<file path="config.mk">
export PLATFORM = sky130hd
export DESIGN_NAME = param_shift_reg_flat
export DESIGN_NICKNAME = d
export VERILOG_FILES = /design/src/rtl/param_shift_reg_if.sv /design/src/rtl/param_shift_reg.sv /design/src/flat_wrapper.sv
export SDC_FILE = /design/constraint.sdc
export NUM_CORES = 1
export LEC_CHECK = 0
export CORE_MARGIN = 8
export CORE_UTILIZATION = 49
export CTS_CLUSTER_SIZE = 10
export DETAILED_ROUTE_END_ITERATION = 12
export GPL_TIMING_DRIVEN = 0
export HOLD_SLACK_MARGIN = 0.06
export PLACE_DENSITY_LB_ADDON = 0.25
export SKIP_CTS_REPAIR_TIMING = 1
export SYNTH_ARGS = -nofsm -noshare
export SYNTH_HDL_FRONTEND = slang
export SYNTH_SLANG_ARGS = --single-unit
</file>
<file path="constraint.sdc">
create_clock -name clk -period 1.8 [get_ports clk]
set_input_delay 0.36 -clock clk [delete_from_list [all_inputs] [get_ports clk]]
set_output_delay 0.36 -clock clk [all_outputs]
set_load 0.02 [all_outputs]
</file>
<file path="src/rtl/param_shift_reg_if.sv">
// Control, data and status bundle for param_shift_reg.
// The master drives the controls and data; the slave (the shift register) returns its state.
interface param_shift_reg_if #(
  parameter int unsigned WIDTH = 8,
  parameter int unsigned DEPTH = 4
);

  logic                   en;
  logic [1:0]             mode;
  logic [WIDTH-1:0]       d;
  logic [WIDTH-1:0]       q;
  logic [WIDTH*DEPTH-1:0] q_all;
  logic                   valid;
  logic                   done;

  modport master (
    output en, mode, d,
    input  q, q_all, valid, done
  );

  modport slave (
    input  en, mode, d,
    output q, q_all, valid, done
  );

endinterface

</file>
<file path="src/rtl/param_shift_reg.sv">
// WIDTH-bit, DEPTH-stage shift/delay line with hold, shift, parallel-load and clear modes.
// A saturating fill counter drives the Valid level and the one-cycle Done pulse.
module param_shift_reg #(
  parameter int unsigned WIDTH = 8,
  parameter int unsigned DEPTH = 4
) (
  input logic               clk,
  input logic               rst_n,
  param_shift_reg_if.slave  bus
);

  localparam int unsigned CntW = $clog2(DEPTH + 1);
  localparam logic [CntW-1:0] Full = CntW'(DEPTH);

  localparam logic [1:0] ModeHold  = 2'b00;
  localparam logic [1:0] ModeShift = 2'b01;
  localparam logic [1:0] ModeLoad  = 2'b10;
  localparam logic [1:0] ModeClear = 2'b11;

  // Packed so the stage array is already laid out as q_all (stage k at [k*WIDTH +: WIDTH]).
  logic [DEPTH-1:0][WIDTH-1:0] stage_q, stage_d;
  logic [CntW-1:0]             fill_q, fill_d;
  logic                        done_q, done_d;

  always_comb begin
    stage_d = stage_q;
    fill_d  = fill_q;
    if (bus.en) begin
      unique case (bus.mode)
        ModeHold: ;
        ModeShift: begin
          stage_d = {stage_q[DEPTH-2:0], bus.d};
          if (fill_q != Full) fill_d = fill_q + 1'b1;
        end
        ModeLoad: begin
          stage_d = {DEPTH{bus.d}};
          fill_d  = Full;
        end
        ModeClear: begin
          stage_d = '0;
          fill_d  = '0;
        end
        default: ;
      endcase
    end
    // Pulse only on the transition into full; staying full never re-fires.
    done_d = (fill_q != Full) && (fill_d == Full);
  end

  always_ff @(posedge clk or negedge rst_n) begin
    if (!rst_n) begin
      stage_q <= '0;
      fill_q  <= '0;
      done_q  <= 1'b0;
    end else begin
      stage_q <= stage_d;
      fill_q  <= fill_d;
      done_q  <= done_d;
    end
  end

  assign bus.q     = stage_q[DEPTH-1];
  assign bus.q_all = stage_q;
  assign bus.valid = (fill_q == Full);
  assign bus.done  = done_q;

endmodule

</file>
<file path="src/flat_wrapper.sv">
// flat-port wrapper written by rule: the top's interface ports become plain ports
module param_shift_reg_flat 
#(
  parameter int unsigned WIDTH = 8,
  parameter int unsigned DEPTH = 4
)
  (clk, rst_n, bus_en, bus_mode, bus_d, bus_q, bus_q_all, bus_valid, bus_done);
  param_shift_reg_if #(.WIDTH(WIDTH), .DEPTH(DEPTH)) bus_i ();
  input logic clk;
  input logic rst_n;
  input wire logic [$bits(bus_i.en)-1:0] bus_en;
  input wire logic [$bits(bus_i.mode)-1:0] bus_mode;
  input wire logic [$bits(bus_i.d)-1:0] bus_d;
  output wire logic [$bits(bus_i.q)-1:0] bus_q;
  output wire logic [$bits(bus_i.q_all)-1:0] bus_q_all;
  output wire logic [$bits(bus_i.valid)-1:0] bus_valid;
  output wire logic [$bits(bus_i.done)-1:0] bus_done;
  assign bus_i.en = bus_en;
  assign bus_i.mode = bus_mode;
  assign bus_i.d = bus_d;
  assign bus_q = bus_i.q;
  assign bus_q_all = bus_i.q_all;
  assign bus_valid = bus_i.valid;
  assign bus_done = bus_i.done;
  param_shift_reg #(.WIDTH(WIDTH), .DEPTH(DEPTH)) u_core (.clk(clk), .rst_n(rst_n), .bus(bus_i));
endmodule
</file>
Word-level counts from Yosys, hierarchy flattened --
Index checks and enable logic that the tools add are counted.
Word-level totals: logic and storage cells 20, register bits 36, output and inout port bits 42
Cells by class: eq/ne operators 6, reductions and logical operators 3, $add $sub $neg 1, multiplexer cells 4
Operators with widths (number):
- case mux 32 bit (3 select lines) | 1
- case mux 3 bit (3 select lines) | 1
- == test 3 bit (second input constant) | 2
- two-way mux 3 bit | 2
- == test 2 bit (second input constant) | 2
- adder 3 x 1 -> 3 bit (second input constant) | 1
- != test 3 bit (second input constant) | 1
- nonzero test 3 bit | 1
- == test 2 x 1 -> 1 bit (second input constant) | 1
- AND reduction 2 bit | 1
- logical AND 1 bit | 1

Logic depth before layout (Yosys ltp) --
Gate-level depths: netlist of run 1.
depth in word-level cells 6, gate-level depth with buffers 6, depth with buffers taken out 6

Least setup slack after synthesis of run 1 --
Ideal clock, no wire load.
path type reg2reg, start point register u_core.fill_q[0], end point register u_core.fill_q[0], stages on the path, launching flop included 7, required time 1.681 ns, path slack 0.511 ns, data arrival time 1.170 ns, setup time 0.119 ns, path buffers 0, period minus slack after synthesis 1.289 ns, cells stage by stage dfrtp_1 > inv_1 > ha_1 > and2_1 > nor2_1 > xnor2_1 > nor2_1
On the way: word-level cells in the longest chain between the ends 4, elaborated cells between the ends (all ways) 5
RTL lines:
- from (decl) | RTL line param_shift_reg.sv:22 | logic [CntW-1:0] fill_q, fill_d;
- from (signal assigned) | RTL line param_shift_reg.sv:57 | fill_q <= fill_d;
- adder 3 x 1 -> 3 bit or != test 3 bit (tied branches) | RTL line param_shift_reg.sv:33 | if (fill_q != Full) fill_d = fill_q + 1'b1;
- two-way mux 3 bit | RTL line param_shift_reg.sv:33
- case mux 3 bit (3 select lines) | RTL line param_shift_reg.sv:29 | unique case (bus.mode)
- two-way mux 3 bit (*) | RTL line param_shift_reg.sv:28 | if (bus.en) begin
- net u_core.fill_d[0] | RTL line param_shift_reg.sv:22
The timed path passes the listed nets; every way through them passes the cells marked *. A chain may end at the register's enable or synchronous reset.

Final worst setup path of run 1 --
start point register u_core.stage_q, in the netlist u_core.bus.q_all[8], end point output bus_q_all[8]
RTL lines:
- from (decl) | RTL line param_shift_reg.sv:21 | logic [DEPTH-1:0][WIDTH-1:0] stage_q, stage_d;
- from (signal assigned) | RTL line param_shift_reg.sv:56 | stage_q <= stage_d;
- to (decl) | RTL line flat_wrapper.sv:15 | output wire logic [$bits(bus_i.q_all)-1:0] bus_q_all;
No word-level cell between the ends.

==> qor.txt, run 1 <==
fin nets -> 222
router iterations before antenna repair -> 4
clock-pin slew on the worst setup and hold paths -> 120 ps
Clock Latency Late Sink -> 350 ps
average routed wire per standard cell -> 17.1 µm
grt met3 use -> 5.19%
RSZ-0062 raised after global routing -> no
cell area after synthesis -> 1690 µm²
max cap viols -> 0
Crit-path slowest cell -> clkdlybuf4s50_1
Largest stage delay, worst path -> 620 ps
crit path cell chain -> clkdlybuf4s50_1
VDD IR max -> 0.773 mV
outcome -> complete, no violations
most frequent cells in the layout -> clkdlybuf4s50_1 (42), dfrtp_1 (36), mux2i_1 (24), o21ai_0 (24), buf_4 (13)
WP data required -> 1440 ps
Fmax -> 574 MHz
Max Clock Skew -> 2.18 ps
clock sinks -> 36
Power Density -> 1170 nW/µm²
crit-path leading delay family -> buffers and inverters
Mapped Cells -> 148
standard-cell rows -> 21
Synth-to-Final Area Change -> 42.6%
top-area cell type share of the netlist area -> 53.3%
Final ANT Viol Nets -> 0
H-tree Lvls -> 2
final WL -> 4340 µm
Critical path buffers and inverters -> 1
CTS tree -> done
GRT met1 Usage -> 18.0%
CTS root buf -> clkbuf_4
Final Setup Violations -> 0
critical path class -> reg -> out
share of layout cells above drive strength 1 -> 15.4%
die footprint -> 5590 µm²
CTS max path bufs -> 2
Crit. End Element -> output pin
GR Layer Usage met2 -> 28.5%
most common cell after layout, fill and taps aside -> clkdlybuf4s50_1
CORE AREA -> 3340 µm²
n_diodes -> 0
cell taking the most area after synthesis -> dfrtp_1
Crit Path Max Fanout -> 3
syn avg cell area -> 11.4 µm²
routed via count -> 1,349
hpwl dp -> 3090 µm
GR Overflow Total -> 0
GPL Wtd Cong -> 0.787
Final min period -> 1740 ps
post-synth cell types -> 24
I/O pins -> 55
fin cells -> 254
post-layout util -> 72.3%
Min-Delay Path Class -> in -> async
fin crit share -> 96.7%
Die Wd -> 74.7 µm
CP arrival -> 1380 ps
initial antenna violation count -> 0
Overall Global Routing Usage -> 16.2%
top post-synthesis cells by area -> dfrtp_1 (53%), mux2i_1 (14%), o21ai_0 (7.1%)
dpl cells -> 246
initial core utilization -> 50.7%
sequential fraction of the synthesis area -> 53.3%
worst-margin pin slew -> 777 ps
vias per cell -> 5.31
DR iter-0 viols -> 64
vias in the first global route -> 1,322
slew margin rel. -> 48.2%
global-route wire length before repair -> 6700 µm
Synth Register Bits -> 36
final hold viol count -> 0
I/O Buffers -> 52
leakage power total -> 1.25 nW
Top Usage Layer GRT -> met2
startpoint types -> flip-flop
setup slack, reg-to-reg -> 410 ps
CTS buffer count -> 5
Slew Limit Fails -> 0
largest net degree at the start of global routing -> 37
Die Ht -> 74.7 µm
warnings from Yosys -> 0
DRC errors left -> 0
Synthesized Nets -> 163
## final cells by class
type / count / area, µm²
flip-flops and latches: 36 / 901
inverters: 2 / 7.51
clock buffers: 5 / 37.5
multi-input cells: 94 / 674
fillers: 249 / 926
repair buffers: 52 / 533
plain buffers: 16 / 110
well taps: 46 / 57.6
clock inverters: 3 / 90.1
## routing by layer
| layer | vias up | part of all wire (%) |
|---|---|---|
| met5 | - | 0 |
| met1 | 677 | 39 |
| met2 | 42 | 53 |
| met4 | 0 | 0.85 |
| met3 | 2 | 6.8 |
| li1 | 628 | - |
## state kept, by name (all words and copies together), names as in the netlist
name / count
u_core.bus.done: 1
u_core.bus.q: 8
u_core.bus.q_all: 24
u_core.fill_q: 3
## kinds of logic (layout without fill, tap and decap cells)
| group | Yosys count | count (layout) | share of synthesized area (%) |
|---|---|---|---|
| xor gates and xnor gates | 3 | 3 | 1.55 |
| buffers and inverters | 18 | 78 | 6.96 |
| and+or+nand+nor | 24 | 24 | 8.22 |
| adders and majority gates | 2 | 2 | 1.48 |
| DFF | 36 | 36 | 53.3 |
| AOI/OAI and AO/OA | 41 | 41 | 14.3 |
| muxes | 24 | 24 | 14.2 |
## cell usage after synthesis (all sizes together)
master,n
inv,2
nor2b,5
buf,15
a22o,7
and2,3
xor2,1
o21ai,27
clkbuf,1
mux2i,24
nor4b,1
and3b,1
xnor2,2
ha,2
nor2,3
dfrtp,36
nand4b,1
nand2,10
a21oi,6
o211ai,1
## per-stage QoR
step / total power, W / cell area, µm² / worst slack (ps) / TNS (ps) / hold slack, ps
2_1_floorplan: 0.00155 / 1690 / 511 / 0 / 64.4
3_3_place_gp: 0.00196 / 2270 / -347 / -13020 / 513
3_5_place_dp: 0.00200 / 2260 / -68.3 / -945 / 472
4_1_cts: 0.00284 / 2390 / -425 / -484 / 92.3
5_1_grt: 0.00294 / 2410 / 6.48 / 0 / 131
6_report: 0.00283 / 2410 / 59.2 / 0 / 64.1
## path summary, 6_finish.rpt
| kind | start | endpoint | cells after the start |
|---|---|---|---|
| worst max-delay path | u_core.bus.q_all[8]$_DFFE_PN0P_ | bus_q_all[8] | 1 |
| worst min-delay path | rst_n | u_core.bus.q_all[5]$_DFFE_PN0P_ | 1 |
| worst max register to register | u_core.fill_q[0]$_DFF_PN0_ | u_core.bus.done$_DFF_PN0_ | 6 |
| worst min register to register | u_core.bus.q_all[6]$_DFFE_PN0P_ | u_core.bus.q_all[6]$_DFFE_PN0P_ | 1 |
| max in group asynchronous | rst_n | u_core.bus.done$_DFF_PN0_ | 1 |
| min in group clk | bus_mode[0] | u_core.bus.q_all[2]$_DFFE_PN0P_ | 2 |
## report_power, final
group          internal [W]  leakage, nW  switching (W)  total [W]
Combinational      0.000460        0.730       0.000452   0.000912
Clock              0.000572       0.0654       0.000281   0.000853
Sequential         0.000945        0.459       0.000118    0.00106
Power figures use the tool's default switching activity.
==> run 2, diff against run 1 <==
--- a/config.mk
+++ b/config.mk
@@ -6,7 +6,7 @@
 export NUM_CORES = 1
 export LEC_CHECK = 0
 export CORE_MARGIN = 8
-export CORE_UTILIZATION = 49
+export CORE_UTILIZATION = 30
 export CTS_CLUSTER_SIZE = 10
 export DETAILED_ROUTE_END_ITERATION = 12
 export GPL_TIMING_DRIVEN = 0
==> qor.txt, run 2 (synthesis gave the netlist of run 1 again) <==
leakage power total -> 1.12 nW
outcome -> complete, no violations
Power Density -> 1050 nW/µm²
most common cell after layout, fill and taps aside -> clkdlybuf4s50_1
largest net degree at the start of global routing -> 37
Die Wd -> 91.1 µm
wl on met1 -> 2090 µm
I/O pins -> 55
die footprint -> 8290 µm²
Fmax -> 580 MHz
vias in the first global route -> 1,350
max reg flops -> 24
Final Setup Violations -> 0
critical path class -> reg -> out
final setup margin -> 74.6 ps
startpoint types -> flip-flop
Top Layer Used -> met4
routed via count -> 1,306
initial core utilization -> 30.9%
Crit Path Max Fanout -> 3
Final min period -> 1730 ps
Largest stage delay, worst path -> 590 ps
Die Ht -> 91.1 µm
Max Clock Skew -> 7.10 ps
GR Overflow Total -> 0
final hold viol count -> 0
fin nets -> 222
clock-pin slew on the worst setup and hold paths -> 70 ps
average routed wire per standard cell -> 15.5 µm
DRC errors left -> 0
met3 wire length -> 295 µm
pre-CTS WS -> -109 ps
most frequent cells in the layout -> clkdlybuf4s50_1 (50), dfrtp_1 (36), mux2i_1 (24), o21ai_0 (24), buf_4 (12)
WP data required -> 1440 ps
Clock Latency Late Sink -> 280 ps
worst-margin pin slew -> 828 ps
GPL Wtd Cong -> 0.753
I/O Buffers -> 52
vias per cell -> 4.68
WL met2 -> 1930 µm
share of layout cells above drive strength 1 -> 13.5%
CTS max path bufs -> 2
DR iter-0 viols -> 66
n_diodes -> 0
global-route wire length before repair -> 7170 µm
Critical path buffers and inverters -> 2
CORE AREA -> 5470 µm²
Slew Limit Fails -> 0
fin crit share -> 95.9%
max cap viols -> 0
post-layout power -> 0.00249 W
clock sinks -> 36
Synth-to-Final Area Change -> 40.1%
Min-Delay Path Class -> in -> async
Overall Global Routing Usage -> 10.8%
H-tree Lvls -> 2
final WL -> 4330 µm
Crit-path slowest cell -> clkdlybuf4s50_1
Final ANT Viol Nets -> 0
hpwl dp -> 3140 µm
CTS root buf -> clkbuf_8
RSZ-0062 raised after global routing -> no
Crit. End Element -> output pin
CP arrival -> 1370 ps
setup slack, reg-to-reg -> 450 ps
CTS buffer count -> 5
VDD IR max -> 0.512 mV
router iterations before antenna repair -> 4
initial antenna violation count -> 0
CTS tree -> done
slew margin rel. -> 44.8%
crit-path leading delay family -> buffers and inverters
standard-cell rows -> 27
crit path cell chain -> buf_4 -> clkdlybuf4s50_1
run 2: cell types whose count changed in the layout (fill, tap and decap cells not counted), moves of 3 or more:
cell / before / now
bufinv_16: 3 / 0
clkdlybuf4s50_1: 42 / 50
clkbuf_4: 5 / 0
dlymetal6s2s_1: 8 / 0
clkbuf_8: 0 / 5
run 2: path summary, 6_finish.rpt:
kind / start / to / cells past startpoint
worst min-delay path: rst_n / u_core.bus.q[5]$_DFFE_PN0P_ / 1
worst min register to register: u_core.bus.q_all[5]$_DFFE_PN0P_ / u_core.bus.q_all[5]$_DFFE_PN0P_ / 1
worst max register to register: u_core.fill_q[0]$_DFF_PN0_ / u_core.bus.done$_DFF_PN0_ / 6
max in group asynchronous: rst_n / u_core.bus.q_all[14]$_DFFE_PN0P_ / 1
min in group clk: bus_mode[0] / u_core.fill_q[2]$_DFF_PN0_ / 2
worst max-delay path: u_core.bus.q[4]$_DFFE_PN0P_ / bus_q_all[28] / 2
run 2: report_power, final:
| group | internal [W] | switching (W) |
|---|---|---|
| logic | 0.000454 | 0.000446 |
| registers | 0.000946 | 0.000109 |
| clock network | 0.000263 | 0.000274 |
| total | 0.00166 | 0.000829 |
run 2: cell type report:
class,count,area [µm²]
timing repair buffer,52,510
tap,72,90.1
clock inverter,1,5.00
buffer,16,110
clock buffer,6,72.6
fill,547,3100
inverter,2,7.51
multi-input combinational,94,672
sequential,36,901
run 2: worst reg2reg max path, delay by kind of cell (launching register included):
kind,cells,cell delay [ps]
AND/OR/NAND/NOR,2,310
buffers and inverters,1,110
adder cells (fa/ha/maj),1,160
AO/OA/AOI/OAI,2,280
flip-flops,1,410
run 2: per-layer routing:
metal / vias to the layer above / track usage, %
met1: 627 / 14.2
met5: - / 0
met3: 2 / 4.94
li1: 633 / -
met4: 0 / 2.05
met2: 44 / 15.9
run 2: metrics by stage:
| stage | util (%) | instances | hold WS [ps] | area, µm² | setup TNS, ps |
|---|---|---|---|---|---|
| after global placement | 42.0 | 272 | 524 | 2300 | -19830 |
| after global routing | 43.3 | 279 | 227 | 2370 | 0 |
| after CTS | 43.4 | 279 | 197 | 2370 | -356 |
| after floorplan | - | 148 | 64.4 | 1690 | 0 |
| final | 43.3 | 279 | 167 | 2370 | 0 |
| after detailed placement | 42.0 | 272 | 500 | 2300 | -2080 |
==> run 3, diff against run 2 <==
--- a/config.mk
+++ b/config.mk
@@ -13,6 +13,7 @@
 export HOLD_SLACK_MARGIN = 0.06
 export PLACE_DENSITY_LB_ADDON = 0.25
 export SKIP_CTS_REPAIR_TIMING = 1
+export SLEW_MARGIN = 20
 export SYNTH_ARGS = -nofsm -noshare
 export SYNTH_HDL_FRONTEND = slang
 export SYNTH_SLANG_ARGS = --single-unit
==> qor.txt, run 3 (synthesis gave the netlist of run 1 again) <==
share of layout cells above drive strength 1 -> 14.8%
RSZ-0062 raised after global routing -> no
VDD IR max -> 0.537 mV
Clk network pwr share -> 26.5%
Clock Latency Late Sink -> 290 ps
Synth-to-Final Area Change -> 44.3%
hold_ws -> 361 ps
Fmax -> 574 MHz
CTS root buf -> clkbuf_8
n_diodes -> 0
slew margin rel. -> 68.6%
I/O Buffers -> 52
final hold viol count -> 0
max reg flops -> 24
average routed wire per standard cell -> 15.5 µm
Slew Limit Fails -> 0
met3 wire length -> 322 µm
CTS tree -> done
clock-pin slew on the worst setup and hold paths -> 80 ps
routed via count -> 1,310
global-route wire length before repair -> 7220 µm
wl on met1 -> 2070 µm
Final Setup Violations -> 0
Critical Path Source -> u_core.bus.q[4]$_DFFE_PN0P_
Final min period -> 1740 ps
pre-CTS WS -> -108 ps
Die Wd -> 91.1 µm
final setup margin -> 58.4 ps
Final Instance Area -> 2440 µm²
outcome -> complete, no violations
CTS buffer count -> 5
standard-cell rows -> 27
I/O pins -> 55
Final ANT Viol Nets -> 0
Max Clock Skew -> 7.79 ps
CP arrival -> 1380 ps
Overall Global Routing Usage -> 10.8%
Crit Path Max Fanout -> 3
WL met2 -> 1920 µm
fin nets -> 224
Top Layer Used -> met4
leakage power total -> 1.15 nW
most common cell after layout, fill and taps aside -> clkdlybuf4s50_1
setup slack, reg-to-reg -> 440 ps
Die Ht -> 91.1 µm
clock sinks -> 36
DRC errors left -> 0
initial antenna violation count -> 0
GPL Wtd Cong -> 0.753
WP data required -> 1440 ps
die footprint -> 8290 µm²
vias per cell -> 4.65
worst-margin pin slew -> 471 ps
DR iter-0 viols -> 36
vias in the first global route -> 1,361
Crit. End Element -> output pin
sequential cell fraction of total power -> 39.6%
Switching Share -> 31.9%
GR Overflow Total -> 0
initial core utilization -> 30.9%
hpwl dp -> 3220 µm
largest net degree at the start of global routing -> 25
crit path to -> bus_q_all[28]
Min-Delay Path Class -> in -> reg
Area after DPL -> 2320 µm²
max cap viols -> 0
RR Endpoint -> u_core.bus.done$_DFF_PN0_
Combinational Power Share -> 33.9%
RR Startpoint -> u_core.fill_q[0]$_DFF_PN0_
Power Density -> 1090 nW/µm²
most frequent cells in the layout -> clkdlybuf4s50_1 (50), dfrtp_1 (36), mux2i_1 (24), o21ai_0 (24), buf_4 (12)
critical path class -> reg -> out
Psw -> 0.000852 W
CORE AREA -> 5470 µm²
startpoint types -> flip-flop
Pint -> 0.00182 W
fin crit share -> 96.8%
reg2reg path depth -> 6
dpl cells -> 273
CTS max path bufs -> 2
fin cells -> 282
final WL -> 4360 µm
H-tree Lvls -> 2
post-layout util -> 44.6%
router iterations before antenna repair -> 4
run 3: cell types whose count changed in the layout (fill, tap and decap cells not counted):
cell / before / now
clkbuf_1: 1 / 0
dlygate4sd3_1: 0 / 1
bufinv_16: 0 / 1
buf_16: 0 / 1
clkinvlp_4: 0 / 1
run 3: per-stage QoR:
step | total power (W) | TNS [ps]
after floorplan | 0.00155 | 0
after detailed placement | 0.00200 | -2040
after global routing | 0.00281 | 0
final | 0.00267 | 0
after CTS | 0.00272 | -349
after global placement | 0.00198 | -19830
run 3: worst min path at each step:
stage                                                from                         endpoint  depth (start not counted)
after floorplan                                     rst_n        u_core.bus.done$_DFF_PN0_                          0
after global placement    u_core.bus.q_all[3]$_DFFE_PN0P_  u_core.bus.q_all[3]$_DFFE_PN0P_                          1
after CTS                                           rst_n      u_core.bus.q[6]$_DFFE_PN0P_                          1
final                                         bus_mode[0]  u_core.bus.q_all[4]$_DFFE_PN0P_                          2
after detailed placement                            rst_n      u_core.bus.q[6]$_DFFE_PN0P_                          1
after global routing                          bus_mode[0]  u_core.bus.q_all[4]$_DFFE_PN0P_                          2
run 3: final cells by class:
class	count	area (µm²)
multi-input cells	94	672
repair buffers	54	548
plain buffers	16	110
fillers	553	3030
clock buffers	5	68.8
well taps	72	90.1
inverters	2	7.51
flip-flops and latches	36	901
clock inverters	3	42.5
run 3: power by group through the flow:
stage / logic (W) / registers, W / clock network [W]
final: 0.000906 / 0.00106 / 0.000707
after detailed placement: 0.000926 / 0.00107 / 0
after floorplan: 0.000347 / 0.00120 / 0
after CTS: 0.000930 / 0.00106 / 0.000728
after global placement: 0.000912 / 0.00107 / 0
after global routing: 0.000979 / 0.00108 / 0.000755
run 3: worst max-delay path: stages, from the launching register on:
cell and delay, ps:
dfrtp_1 390, buf_4 120, clkdlybuf4s50_1 590
run 3: layer usage:
metal / global-route usage, % / vias to the layer above
met5: 0 / -
met4: 3.27 / 0
met3: 4.28 / 7
met2: 16.0 / 41
met1: 14.2 / 624
li1: - / 638
